===== src/rtl/uart_sched_pkg.sv =====
// Shared types and constants for the UART transmit scheduler.
package uart_sched_pkg;

  typedef enum logic [1:0] {
    IDLE  = 2'd0,
    LOAD  = 2'd1,
    START = 2'd2,
    DONE  = 2'd3
  } state_e;

  localparam int UART_DATA_W = 8;

endpackage


===== src/rtl/rr_arbiter.sv =====
// Combinational round-robin pick: first requester at or after ptr_i, wrapping.
module rr_arbiter #(
  parameter int N     = 4,
  parameter int IDX_W = $clog2(N)
) (
  input  logic [N-1:0]     req_i,
  input  logic [IDX_W-1:0] ptr_i,
  output logic [N-1:0]     gnt_o,
  output logic [IDX_W-1:0] idx_o
);

  logic             found;
  logic [IDX_W-1:0] cand;

  always_comb begin
    gnt_o = '0;
    idx_o = '0;
    found = 1'b0;
    cand  = '0;
    for (int i = 0; i < N; i++) begin
      cand = IDX_W'((int'(ptr_i) + i) % N);
      if (!found && req_i[cand]) begin
        found       = 1'b1;
        gnt_o[cand] = 1'b1;
        idx_o       = cand;
      end
    end
  end

endmodule


===== src/rtl/uart_tx_sched.sv =====
// Round-robin scheduler sharing one UART transmitter among NUM_REQ byte sources,
// holding the grant for a packet and pacing bytes on tx_active_i.
module uart_tx_sched
  import uart_sched_pkg::*;
#(
  parameter int NUM_REQ       = 4,
  parameter int MAX_BURST     = 16,
  parameter int START_TIMEOUT = 64,
  parameter int LOCK_TIMEOUT  = 1024
) (
  input  logic                           clk_i,
  input  logic                           rst_i,
  input  logic [NUM_REQ-1:0]             req_vld_i,
  input  logic [NUM_REQ*UART_DATA_W-1:0] req_data_i,
  input  logic [NUM_REQ-1:0]             req_last_i,
  output logic [NUM_REQ-1:0]             req_rdy_o,
  output logic [NUM_REQ-1:0]             grant_o,
  output logic [UART_DATA_W-1:0]         tx_data_o,
  output logic                           tx_data_vld_o,
  input  logic                           tx_active_i,
  output logic                           busy_o,
  output logic                           timeout_err_o,
  output logic [1:0]                     state_o
);

  localparam int IDX_W   = $clog2(NUM_REQ);
  localparam int CNT_MAX = (START_TIMEOUT > LOCK_TIMEOUT) ? START_TIMEOUT : LOCK_TIMEOUT;
  localparam int CNT_W   = $clog2(CNT_MAX + 1);
  localparam int BURST_W = $clog2(MAX_BURST + 1);

  localparam logic [CNT_W-1:0]   START_LAST = CNT_W'(START_TIMEOUT - 1);
  localparam logic [CNT_W-1:0]   LOCK_LAST  = CNT_W'(LOCK_TIMEOUT - 1);
  localparam logic [BURST_W-1:0] BURST_MAX  = BURST_W'(MAX_BURST);

  state_e                 state_q, state_d;
  logic [IDX_W-1:0]       rr_ptr_q, rr_ptr_d;
  logic [IDX_W-1:0]       gidx_q, gidx_d;
  logic [NUM_REQ-1:0]     grant_q, grant_d;
  logic [BURST_W-1:0]     burst_q, burst_d;
  logic [CNT_W-1:0]       cnt_q, cnt_d;
  logic                   last_q, last_d;
  logic [UART_DATA_W-1:0] tx_data_q, tx_data_d;
  logic                   tx_vld_q, tx_vld_d;
  logic                   err_q, err_d;

  logic [NUM_REQ-1:0]     arb_gnt;
  logic [IDX_W-1:0]       arb_idx;
  logic [IDX_W-1:0]       next_ptr;
  logic                   sel_vld;
  logic                   sel_last;
  logic [UART_DATA_W-1:0] sel_data;

  rr_arbiter #(.N(NUM_REQ)) u_arb (
    .req_i (req_vld_i),
    .ptr_i (rr_ptr_q),
    .gnt_o (arb_gnt),
    .idx_o (arb_idx)
  );

  always_comb begin
    sel_vld  = 1'b0;
    sel_last = 1'b0;
    sel_data = '0;
    for (int k = 0; k < NUM_REQ; k++) begin
      if (gidx_q == IDX_W'(k)) begin
        sel_vld  = req_vld_i[k];
        sel_last = req_last_i[k];
        sel_data = req_data_i[k*UART_DATA_W +: UART_DATA_W];
      end
    end
  end

  assign next_ptr = (gidx_q == IDX_W'(NUM_REQ - 1)) ? '0 : gidx_q + IDX_W'(1);

  // Handshake: a byte moves on a cycle where req_vld_i[g] and req_rdy_o[g] are both 1.
  // Ready is only offered by the owner, in LOAD, while the transmitter is idle.
  assign req_rdy_o = (state_q == LOAD && !tx_active_i) ? (grant_q & req_vld_i) : '0;
  assign busy_o    = (state_q != IDLE);
  assign state_o   = state_q;

  always_comb begin
    state_d   = state_q;
    rr_ptr_d  = rr_ptr_q;
    gidx_d    = gidx_q;
    grant_d   = grant_q;
    burst_d   = burst_q;
    cnt_d     = cnt_q;
    last_d    = last_q;
    tx_data_d = tx_data_q;
    tx_vld_d  = 1'b0;
    err_d     = 1'b0;
    unique case (state_q)
      IDLE: begin
        if (|req_vld_i) begin
          gidx_d  = arb_idx;
          grant_d = arb_gnt;
          burst_d = '0;
          cnt_d   = '0;
          state_d = LOAD;
        end
      end
      LOAD: begin
        if (sel_vld && !tx_active_i) begin
          tx_data_d = sel_data;
          last_d    = sel_last;
          burst_d   = burst_q + BURST_W'(1);
          tx_vld_d  = 1'b1;
          cnt_d     = '0;
          state_d   = START;
        end else if (!sel_vld) begin
          if (cnt_q == LOCK_LAST) begin
            grant_d  = '0;
            rr_ptr_d = next_ptr;
            state_d  = IDLE;
          end else begin
            cnt_d = cnt_q + CNT_W'(1);
          end
        end
      end
      START: begin
        if (tx_active_i) begin
          state_d = DONE;
        end else if (cnt_q == START_LAST) begin
          // Dead transmitter: drop the packet and let others in.
          err_d    = 1'b1;
          grant_d  = '0;
          rr_ptr_d = next_ptr;
          state_d  = IDLE;
        end else begin
          cnt_d = cnt_q + CNT_W'(1);
        end
      end
      DONE: begin
        if (!tx_active_i) begin
          if (last_q || burst_q == BURST_MAX) begin
            grant_d  = '0;
            rr_ptr_d = next_ptr;
            state_d  = IDLE;
          end else begin
            cnt_d   = '0;
            state_d = LOAD;
          end
        end
      end
    endcase
  end

  always_ff @(posedge clk_i) begin
    if (rst_i) begin
      state_q   <= IDLE;
      rr_ptr_q  <= '0;
      gidx_q    <= '0;
      grant_q   <= '0;
      burst_q   <= '0;
      cnt_q     <= '0;
      last_q    <= 1'b0;
      tx_data_q <= '0;
      tx_vld_q  <= 1'b0;
      err_q     <= 1'b0;
    end else begin
      state_q   <= state_d;
      rr_ptr_q  <= rr_ptr_d;
      gidx_q    <= gidx_d;
      grant_q   <= grant_d;
      burst_q   <= burst_d;
      cnt_q     <= cnt_d;
      last_q    <= last_d;
      tx_data_q <= tx_data_d;
      tx_vld_q  <= tx_vld_d;
      err_q     <= err_d;
    end
  end

  assign grant_o       = grant_q;
  assign tx_data_o     = tx_data_q;
  assign tx_data_vld_o = tx_vld_q;
  assign timeout_err_o = err_q;

endmodule


===== config.mk =====
export PLATFORM = sky130hd
export DESIGN_NAME = uart_tx_sched
export DESIGN_NICKNAME = d
export VERILOG_FILES = /design/src/rtl/uart_sched_pkg.sv /design/src/rtl/rr_arbiter.sv /design/src/rtl/uart_tx_sched.sv
export SDC_FILE = /design/constraint.sdc
export NUM_CORES = 1
export LEC_CHECK = 0
export BUFFER_PORTS_ARGS = -buffer_cell sky130_fd_sc_hd__buf_4
export CAP_MARGIN = 20
export CORE_MARGIN = 10
export CORE_UTILIZATION = 45
export CTS_CLUSTER_SIZE = 14
export DETAILED_ROUTE_END_ITERATION = 12
export MAX_ROUTING_LAYER = met4
export PLACE_DENSITY = 0.69
export SYNTH_ARGS = -nofsm -noshare
export SYNTH_HDL_FRONTEND = slang
export SYNTH_SLANG_ARGS = --single-unit

===== constraint.sdc =====
create_clock -name clk_i -period 3.5 [get_ports clk_i]
set_clock_uncertainty 0.05 [all_clocks]
set_input_delay 0.35 -clock clk_i [delete_from_list [all_inputs] [get_ports clk_i]]
set_output_delay 0.35 -clock clk_i [all_outputs]
set_load 0.02 [all_outputs]

==> run metrics, run 1 <==
status finished, final reports clean; # nets final approximately 450; slew margin rel. 0.567; Crit. path cell count 9; vias per inst approximately 5.7; number of routed nets with antenna violations 0; sequential-to-total area share from yosys stat 0.271; Netlist cell types 49; Mapped Nets 398; die width roughly 98 um; Die Y 97.9 um; post-route cell area 0.00330 mm2; syn_area_per_cell roughly 8 um2; CTS buffer count 5; CP startpoint kind register; core area roughly 0.0059 mm2; Starting DRT DRC Count roughly 140; Final GP Congestion about 0.85; clk buf depth 2; pwr/cell area slightly above 700 mW/mm2; Final Power approximately 0.0023 W; Max Cap Viol 0; worst min path class in -> reg; achievable frequency approximately 0.37 GHz; slew at the pin closest to its max-slew limit roughly 0.65 ns; largest net degree at the start of global routing 35; setup TNS 0 ns; antenna cell count 0; slowest CP cell ha_1; clk_lat worst skew 0.30 ns; share of cells above drive strength 1 0.227; number of I/O port buffers 63; Reg clk slew, reported paths about 0.08 ns; Post-route DRC 0; unrepaired setup endpoints after global routing false; #FFs+latches synth 37; count of final setup violators 0; Hold Fails Final Rpt 0; P_leak 1.37 nW; drt first pass iters 4; slowest stage delay, CP 0.43 ns; number of global-route vias before repair about 2.5k; Initial Util 0.461; CP max FO 20; placed cell area 0.00320 mm2; initial antenna violation count 0; Detail Placement HPWL 5490 um; first-pass GRT wire length 12,100 um; Reg2Reg Depth 9; CP Data Arrival Time around 2.9 ns; Ports between 60 and 70; Worst setup EP type register; postcts setup bufs 0; clock sinks 37; area growth from synthesis to layout 20.8%; CP delay by family, top simple AND/OR/NAND/NOR gates; Resize count post-CTS 0; CP required 3.63 ns; hold buffer count at CTS 0; yosys warns 0; GRT Overall Usage 0.148; worst-path cell chain inv_1 > ha_1 > nor3b_2 > a211oi_2 > and2_1 > buf_4 > o211ai_1 > xor2_1 > nor2_1; CTS tree done; Final Slew Violations 0; Post-synth ARST share 0; Mapped Area 0.00273 mm2; CP bufs+invs 2; Syn Inst Count approximately 340; DR WL/cell 15.8 um; CTS Root Cell clkbuf_8; via count about 2.7k; DRT Wirelength 7310 um; Die Footprint around 0.0096 mm2; dominant synthesized flop cell dfxtp_1; number of flops mapped to enable cells by yosys 0; fin crit period roughly 2.7 ns; Placement Rows 28; fin crit share 0.778; H-Tree Depth 2; WHS Path Cells 3; critical path class reg -> reg; peak supply drop 0.325 mV; reg-to-reg slack, setup about 0.78 ns; GR Overflow Total 0
## final cells by class
| type | count | area [um2] |
|---|---|---|
| tap | 75 | 93.8 |
| multi-input combinational | 263 | 1820 |
| fill | 542 | 2620 |
| sequential | 37 | 741 |
| inverter | 13 | 48.8 |
| timing repair buffer | 66 | 495 |
| clock buffer | 7 | 96.3 |
| clock inverter | 1 | 8.76 |
## cell usage after synthesis (all sizes together) (2+ instances only)
master   n  area (um2)
o21ai   24         124
nor2    28         105
clkbuf  13        51.3
nor3    11        55.1
nor2b   13        83.8
a21oi   24         120
mux4     3        67.6
a32o     9        90.1
dfxtp   37         741
nand2b   2        12.5
and2     3        21.3
and3    16         100
nand4    4        25.0
a211oi   8        70.1
nor4     3        33.8
a221oi   8        87.6
nand2   31         116
buf     10        73.8
o31ai    2        15.0
xor2     3        26.3
o211ai  10        75.1
inv     13        48.8
nand3    5        25.0
nand3b   7        52.6
mux2i    6        60.1
o21a     3        22.5
nor3b    6        50.1
ha      19         238
a22oi    6        45.0
## worst paths after layout
path	from	end
worst min-delay path	req_data_i[31]	tx_data_o[7]
worst min register to register	cnt_q[1]	cnt_q[1]
worst max-delay path	gidx_q[0]	burst_q[2]
worst max register to register	gidx_q[0]	burst_q[2]
## report_power, final
group | switching (W) | internal (W) | total, W
registers | 0.0000692 | 0.000504 | 0.000573
clock network | 0.000167 | 0.000182 | 0.000349
logic | 0.000828 | 0.000586 | 0.00141
total | 0.00106 | 0.00127 | 0.00234
## placed cells by master, fill, tap and decap left out, types with 2 or more instances in the layout
cell	count
buf_4	66
dfxtp_1	37
nand2_1	31
nor2_1	28
a21oi_1	24
ha_1	19
and3_1	16
o21ai_0	15
inv_1	13
nor2b_1	12
nor3_1	11
o211ai_1	10
a32o_1	9
o21ai_1	8
nand3b_1	7
a221oi_1	7
clkbuf_8	7
a211oi_1	6
mux2i_1	6
a22oi_1	6
nand3_1	5
nor3b_1	5
nand4_1	4
o21a_1	3
mux4_2	3
xor2_1	3
a211oi_2	2
nor4_1	2
and2_1	2
nand2b_1	2
o31ai_1	2
## stage by stage
step | hold WS (ns) | instances | utilization | setup slack [ns]
5_1_grt | 0.361 | 462 | 0.557 | 0.555
3_5_place_dp | 0.431 | 454 | 0.540 | 0.811
6_report | 0.367 | 462 | 0.557 | 0.776
4_1_cts | 0.355 | 462 | 0.557 | 0.805
2_1_floorplan | 0.407 | 336 | - | 1.12
3_3_place_gp | 0.424 | 454 | 0.540 | 0.877
## sequential cells by signal, summed over array words and instances (netlist names)
name,flops
timeout_err_o,1
tx_data_o,8
last_q,1
burst_q,5
tx_data_vld_o,1
state_o,2
rr_ptr_q,2
gidx_q,2
cnt_q,11
grant_o,4
## worst reg2reg max path, cell delays in order (launching register included)
cell and delay (ns):
dfxtp_1 0.38, inv_1 0.09, ha_1 0.43, nor3b_2 0.27, a211oi_2 0.37, and2_1 0.43, buf_4 0.25, o211ai_1 0.12
xor2_1 0.16, nor2_1 0.06
## metal layers
metal | vias up | part of all wire | global-route usage
li1 | 1328 | - | -
met1 | 1231 | 0.48 | 0.191
met2 | 93 | 0.44 | 0.221
met3 | 4 | 0.072 | 0.0451
met4 | 0 | 0.0041 | 0.0336
met5 | - | 0 | -
## logic make-up after synthesis
kind of cell             synth area share
multiplexers                       0.0467
AND/OR/NAND/NOR                     0.260
AO/OA/AOI/OAI                       0.262
XOR/XNOR                          0.00962
buffers and inverters              0.0637
adder cells (fa/ha/maj)            0.0870
flip-flops                          0.271
(Power assumes the default switching activity.)
==> inputs of run 2 (changes only) <==
PLACE_DENSITY = 0.71   (was 0.69)
clock period = 2.4 ns   (was 3.5 ns; I/O delays follow)
==> run 2 against run 1 <==
  * Flip-flop and latch count is the same
  * Final cell count increased by 1.9%
  * Fmax grew 20%
  * Via count rose by 0.23%
  * Global-route usage up 0.37 points
  * Wire length fell by 0.33%
  * First-iteration DRC count fell by 9.4%
  * Non-clock buffer count is 9 higher
  * Sequential power up 44%
==> run metrics, run 2 (synthesis gave the netlist of run 1 again) <==
DR WL/cell 15.5 um (-2.2%); clock sinks 37 (unchanged); Max Cap Viol 0 (unchanged); worst min path class in -> reg; worst-path cell chain inv_1 > ha_1 > nor3b_2 > nor3_1 > a221oi_4 > o211a_4 > o21ai_0 > a32o_1; CTS tree done; first-pass GRT wire length 12,400 um (+2.9%); most common cell after layout, fill and taps aside buf_4; achievable frequency 0.441 GHz (+20%); Detail Placement HPWL 5570 um (+1.6%); Starting DRT DRC Count 126 (-9.4%); share of cells above drive strength 1 0.245 (+0.0176); unrepaired setup endpoints after global routing false; setup TNS 0 ns (unchanged); Comb pwr share 0.635 (+0.030); slew at the pin closest to its max-slew limit 0.427 ns (-0.223 ns); CP Data Arrival Time 2.41 ns (-0.44 ns); fin crit share 0.944 (+0.166); Psw 0.00158 W (+48%); P_leak 1.41 nW (+2.9%); max reg flops 11 (unchanged); dpl ws 0.0798 ns (-0.731 ns); Die Footprint 0.00959 mm2 (unchanged); number of I/O port buffers 63 (unchanged); CTS Root Cell clkbuf_8; post-route cell area 0.00338 mm2 (+2.3%); Hold Fails Final Rpt 0 (unchanged); CP startpoint kind register; status finished, final reports clean; placed cell area 0.00327 mm2 (+2.3%); clk buf depth 2 (unchanged); Die Y 97.9 um (unchanged); Final Slew Violations 0 (unchanged); sw frac 0.453 (-0.00205); clock power share 0.128 (-0.021); via count 2,662 (+0.23%); Placement Rows 28 (unchanged); CTS buffer count 5 (unchanged); GRT Overall Usage 0.152 (+0.00373); Flop pwr share 0.237 (-0.008); Initial Util 0.461 (unchanged); Final GP Congestion 0.875 (+2.8%); final core utilization 0.570 (+0.0129); die width 97.9 um (unchanged); vias per inst 5.65 (-1.7%); initial antenna violation count 0 (unchanged); # fillers 546 (+0.74%); reg-to-reg slack, setup 0.13 ns (-0.64 ns); number of routed nets with antenna violations 0 (unchanged); number of global-route vias before repair 2,702 (+6.6%); Final WS setup 0.134 ns (-0.641 ns); most frequent cells in the layout 74 x buf_4, 37 x dfxtp_1, 31 x nand2_1, 28 x nor2_1, 24 x a21oi_1; Reg-to-Reg Start gidx_q[0]; Critical Path Start gidx_q[0]; CP max FO 13 (-35%); Power Internal 0.00190 W (+49%); critical path class reg -> reg; CP bufs+invs 1 (-1); count of final setup violators 0 (unchanged); H-Tree Depth 2 (unchanged); pwr/cell area 1030 mW/mm2 (+45%); Reg clk slew, reported paths 0.08 ns (about the same); core area 0.00592 mm2 (unchanged); slowest CP cell dfxtp_1; Post-route DRC 0 (unchanged); Worst setup EP type register; largest net degree at the start of global routing 35 (unchanged); CP required 2.55 ns (-1.08 ns); Final Power 0.00348 W (+49%); Largest Register cnt_q; peak supply drop 0.491 mV (+51%); DRT Wirelength 7290 um (-0.33%); drt first pass iters 5 (+1); area growth from synthesis to layout 23.6%; slew margin rel. 0.713 (+0.146); GR Overflow Total 0 (unchanged); Ports 64 (unchanged); fin crit period 2.27 ns (-0.459 ns); antenna cell count 0 (unchanged); slowest stage delay, CP 0.34 ns (-0.09 ns); CP delay by family, top compound AO/OA/AOI/OAI gates; # nets final 457 (+2.0%); clk_lat worst skew 0.30 ns (about the same); start point of the worst hold path req_last_i[3]; hold buffer count at CTS 0 (unchanged)
## run 2: layer usage
layer  global-route usage  routed length (um)  share of wire
met3               0.0486                 535          0.073
met2                0.236                3280           0.45
met5                    -                   0              0
met1                0.186                3420           0.47
met4               0.0380                  61         0.0084
## run 2: worst min-delay path, stage by stage
cell and delay [ns]:
buf_4 0.11, a21oi_1 0.14, a211oi_1 0.08
## run 2: through the flow
stage | cells | hold WS (ns)
floorplan | 336 | 0.394
global placement | 462 | 0.423
detailed placement | 462 | 0.426
CTS | 470 | 0.259
global route | 471 | 0.296
finish | 471 | 0.261
## run 2: area by class of cell
type / instances / area (um2) / area share
Clock buffer: 5 / 68.8 / 0.0204
Clock inverter: 3 / 17.5 / 0.00519
Inverter: 13 / 48.8 / 0.0144
Multi-Input combinational cell: 263 / 1830 / 0.542
Sequential cell: 37 / 741 / 0.219
Tap cell: 75 / 93.8 / 0.0278
Timing Repair Buffer: 75 / 576 / 0.170
## run 2: final timing paths
kind                end  cells after the start
max            cnt_q[2]                      8
min              last_q                      3
max reg2reg    cnt_q[2]                      8
min reg2reg  burst_q[0]                      2
## run 2: power by group through the flow
stage	clock network, W	registers (W)	logic (W)
global route	0.000475	0.000845	0.00245
global placement	0	0.000834	0.00213
detailed placement	0	0.000837	0.00216
finish	0.000445	0.000824	0.00221
floorplan	0	0.000929	0.00148
CTS	0.000454	0.000824	0.00217
## run 2: timing repair
item | 4_1_cts | 5_1_grt
buffers inserted | 0 | 1
endpoints found under the setup margin | 0 | 13
gates resized for setup | 0 | 2
==> inputs of run 3 (changes only) <==
ABC_AREA = 1   (was unset)
==> run 3 against run 2 <==
  * Worst hold slack lost 0.18 ns
  * First-iteration DRC count increased by 7.9%
  * Flip-flop and latch count stayed put
  * Wire length is 10% higher
  * Critical path type unchanged
  * Total power grew 0.91%
  * Global-route usage is 1.2 points higher
  * Synthesized area grew 3.7%
  * Non-clock buffer count down 4
==> run metrics, run 3 <==
most common cell in the netlist nand2_1; Post-route DRC 0 (unchanged); sequential-to-total area share from yosys stat 0.262 (-0.00959); core area 0.00603 mm2 (+1.8%); Final Power 0.00351 W (+0.91%); CTS tree done; GR Overflow Total 0 (unchanged); DR WL/cell 13.8 um (-11%); fin crit period 2.14 ns (-0.123 ns); Max Cap Viol 0 (unchanged); Starting DRT DRC Count 136 (+7.9%); WHS Endpoint timeout_err_o; final core utilization 0.584 (+0.0137); CP delay by family, top simple AND/OR/NAND/NOR gates; Mapped Area 0.00283 mm2 (+3.7%); initial antenna violation count 0 (unchanged); Power Internal 0.00184 W (-3.1%); peak supply drop 0.650 mV (+32%); largest net degree at the start of global routing 24 (-31%); Flop pwr share 0.259 (+0.022); critical path class reg -> reg; Placement Rows 28 (unchanged); sw frac 0.475 (+0.0216); Final GP Congestion 0.921 (+5.2%); drt first pass iters 4 (-1); antenna cell count 0 (unchanged); Largest Register cnt_q; hold_ws 0.0807 ns (-0.180 ns); yosys warns 0 (unchanged); achievable frequency 0.467 GHz (+5.7%); Detail Placement HPWL 6310 um (+13%); unrepaired setup endpoints after global routing false; Hold Fails Final Rpt 0 (unchanged); count of final setup violators 0 (unchanged); setup TNS 0 ns (unchanged); Worst setup EP type register; die width 99.3 um (+1.4%); clock power share 0.165 (+0.037); slowest stage delay, CP 0.35 ns (about the same); Final Slew Violations 0 (unchanged); GRT Overall Usage 0.164 (+0.0123); Reg clk slew, reported paths 0.08 ns (about the same); # nets final 567 (+24%); number of I/O port buffers 63 (unchanged); start point of the worst hold path tx_active_i; Post-synth ARST share 0 (unchanged); CTS Root Cell clkbuf_8; H-Tree Depth 2 (unchanged); WHS Path Cells 2 (-1); fin crit share 0.893 (-0.0513); number of routed nets with antenna violations 0 (unchanged); Yosys top cell by area dfxtp_1; Reg2Reg Depth 13 (+5); CP bufs+invs 3 (+2); Initial Util 0.470 (+0.00856); P_leak 1.61 nW (+15%); Syn Inst Count 439 (+31%); Crit. path cell count 13 (+5); CP dominant cell by count nand3_2; most common cell after layout, fill and taps aside nand2_1; reg-to-reg slack, setup 0.26 ns (+0.12 ns); worst min path class in -> reg; CP Data Arrival Time 2.29 ns (-0.12 ns); first-pass GRT wire length 13,600 um (+9.0%); worst-path cell chain inv_1 > ha_2 > inv_2 > nand2_1 > nand3_2 > nand2_2 > nand3_2 > nand3_2 > nand2_2 > nor2_4 > inv_2 > a21oi_1 > nor2_1; status finished, final reports clean; Commonest cells post-synth 87 x nand2_1, 54 x nor2_1, 42 x inv_1; Netlist cell types 38 (-22%); number of flops mapped to enable cells by yosys 0 (unchanged); via count 3,026 (+14%); dominant synthesized flop cell dfxtp_1; Comb pwr share 0.577 (-0.058); Psw 0.00167 W (+5.7%); Reg2Reg Capture Point cnt_q[1]; clock sinks 37 (unchanged); number of global-route vias before repair 2,854 (+5.6%); CP max FO 11 (-2); pwr/cell area 997 mW/mm2 (-3.2%); most frequent cells in the layout 87 x nand2_1, 71 x buf_4, 54 x nor2_1, 42 x inv_1, 37 x dfxtp_1; clk buf depth 2 (unchanged); hold buffer count at CTS 0 (unchanged); share of cells above drive strength 1 0.233 (-0.0117); slowest CP cell dfxtp_1; CP startpoint kind register; slew margin rel. 0.572 (-0.141); area growth from synthesis to layout 24.3%; syn_area_per_cell 6.45 um2 (-21%); Ports 64 (unchanged); Final WS setup 0.257 ns (+0.123 ns); #FFs+latches synth 37 (unchanged); Mapped Nets 501 (+26%); Die Y 99.3 um (+1.4%); Synth top area share 0.262 (-0.00959); slew at the pin closest to its max-slew limit 0.641 ns (+0.215 ns); CTS buffer count 5 (unchanged); Die Footprint 0.00987 mm2 (+2.9%); clk_lat worst skew 0.30 ns (about the same); CP required 2.55 ns (about the same); max reg flops 11 (unchanged); Reg-to-Reg Start gidx_q[1]; dpl ws 0.140 ns (+0.0598 ns); DRT Wirelength 8030 um (+10%); vias per inst 5.21 (-7.8%); synth top area cells dfxtp_1 26%, nand2_1 12%, ha_1 8.4%, nor2_1 7.2%, nand3_1 6.4%
## run 3: changes by cell type in the layout (fill, tap and decap cells not counted), sizes merged, moves of 8 or more
| cell | delta |
|---|---|
| nor2 | +30 |
| a221oi | -8 |
| inv | +39 |
| a21oi | +12 |
| o211ai | -10 |
| and3 | -14 |
| o21ai | +24 |
| nor2b | -13 |
| nand3 | +39 |
| nand2 | +66 |
| a32o | -9 |
## run 3: repair_timing
item,4_1_cts,5_1_grt
resized for setup,0,2
endpoints found under the setup margin,0,11
setup buffers,0,0
## run 3: area by class of cell
type                       count  area, um2
clock buffer                   6       82.6
multi-input combinational    337       1830
fill                         613       2510
clock inverter                 2       37.5
sequential                    37        741
tap                           75       93.8
timing repair buffer          71        533
inverter                      53        199
## run 3: power by group through the flow
stage / combinational, W / clock [W] / sequential, W
6_report: 0.00202 / 0.000578 / 0.000907
3_3_place_gp: 0.00198 / 0 / 0.000913
2_1_floorplan: 0.00139 / 0 / 0.000987
4_1_cts: 0.00202 / 0.000590 / 0.000907
3_5_place_dp: 0.00201 / 0 / 0.000919
5_1_grt: 0.00231 / 0.000611 / 0.000935
## run 3: worst max path at each step
| stage | start | end | slack [ns] |
|---|---|---|---|
| final | gidx_q[1] | cnt_q[1] | 0.26 |
| after global routing | gidx_q[1] | cnt_q[1] | 0.03 |
| after CTS | gidx_q[1] | cnt_q[1] | 0.13 |
| after detailed placement | gidx_q[0] | cnt_q[1] | 0.14 |
| after global placement | gidx_q[0] | cnt_q[1] | 0.33 |
| after floorplan | state_o[1] | grant_o[0] | 0.58 |
## run 3: logic make-up (layout without fill, tap and decap cells)
group                    count (synthesis)  after routing  synth area share
adder cells (fa/ha/maj)                 19             19            0.0840
XOR/XNOR                                 9              9            0.0278
AO/OA/AOI/OAI                           91             91             0.171
buffers and inverters                   65            132            0.0928
AND/OR/NAND/NOR                        218            218             0.363
flip-flops                              37             37             0.262
## run 3: routing by layer
layer	global-route usage	share of wire
met1	0.212	0.48
met2	0.256	0.46
met3	0.0367	0.058
met4	0.0364	0.0082
met5	-	0
## run 3: through the flow
step	cell area (um2)	cells
after global routing	3520	581
final	3520	581
after CTS	3510	581
after floorplan	2830	439
after global placement	3390	573
after detailed placement	3390	573
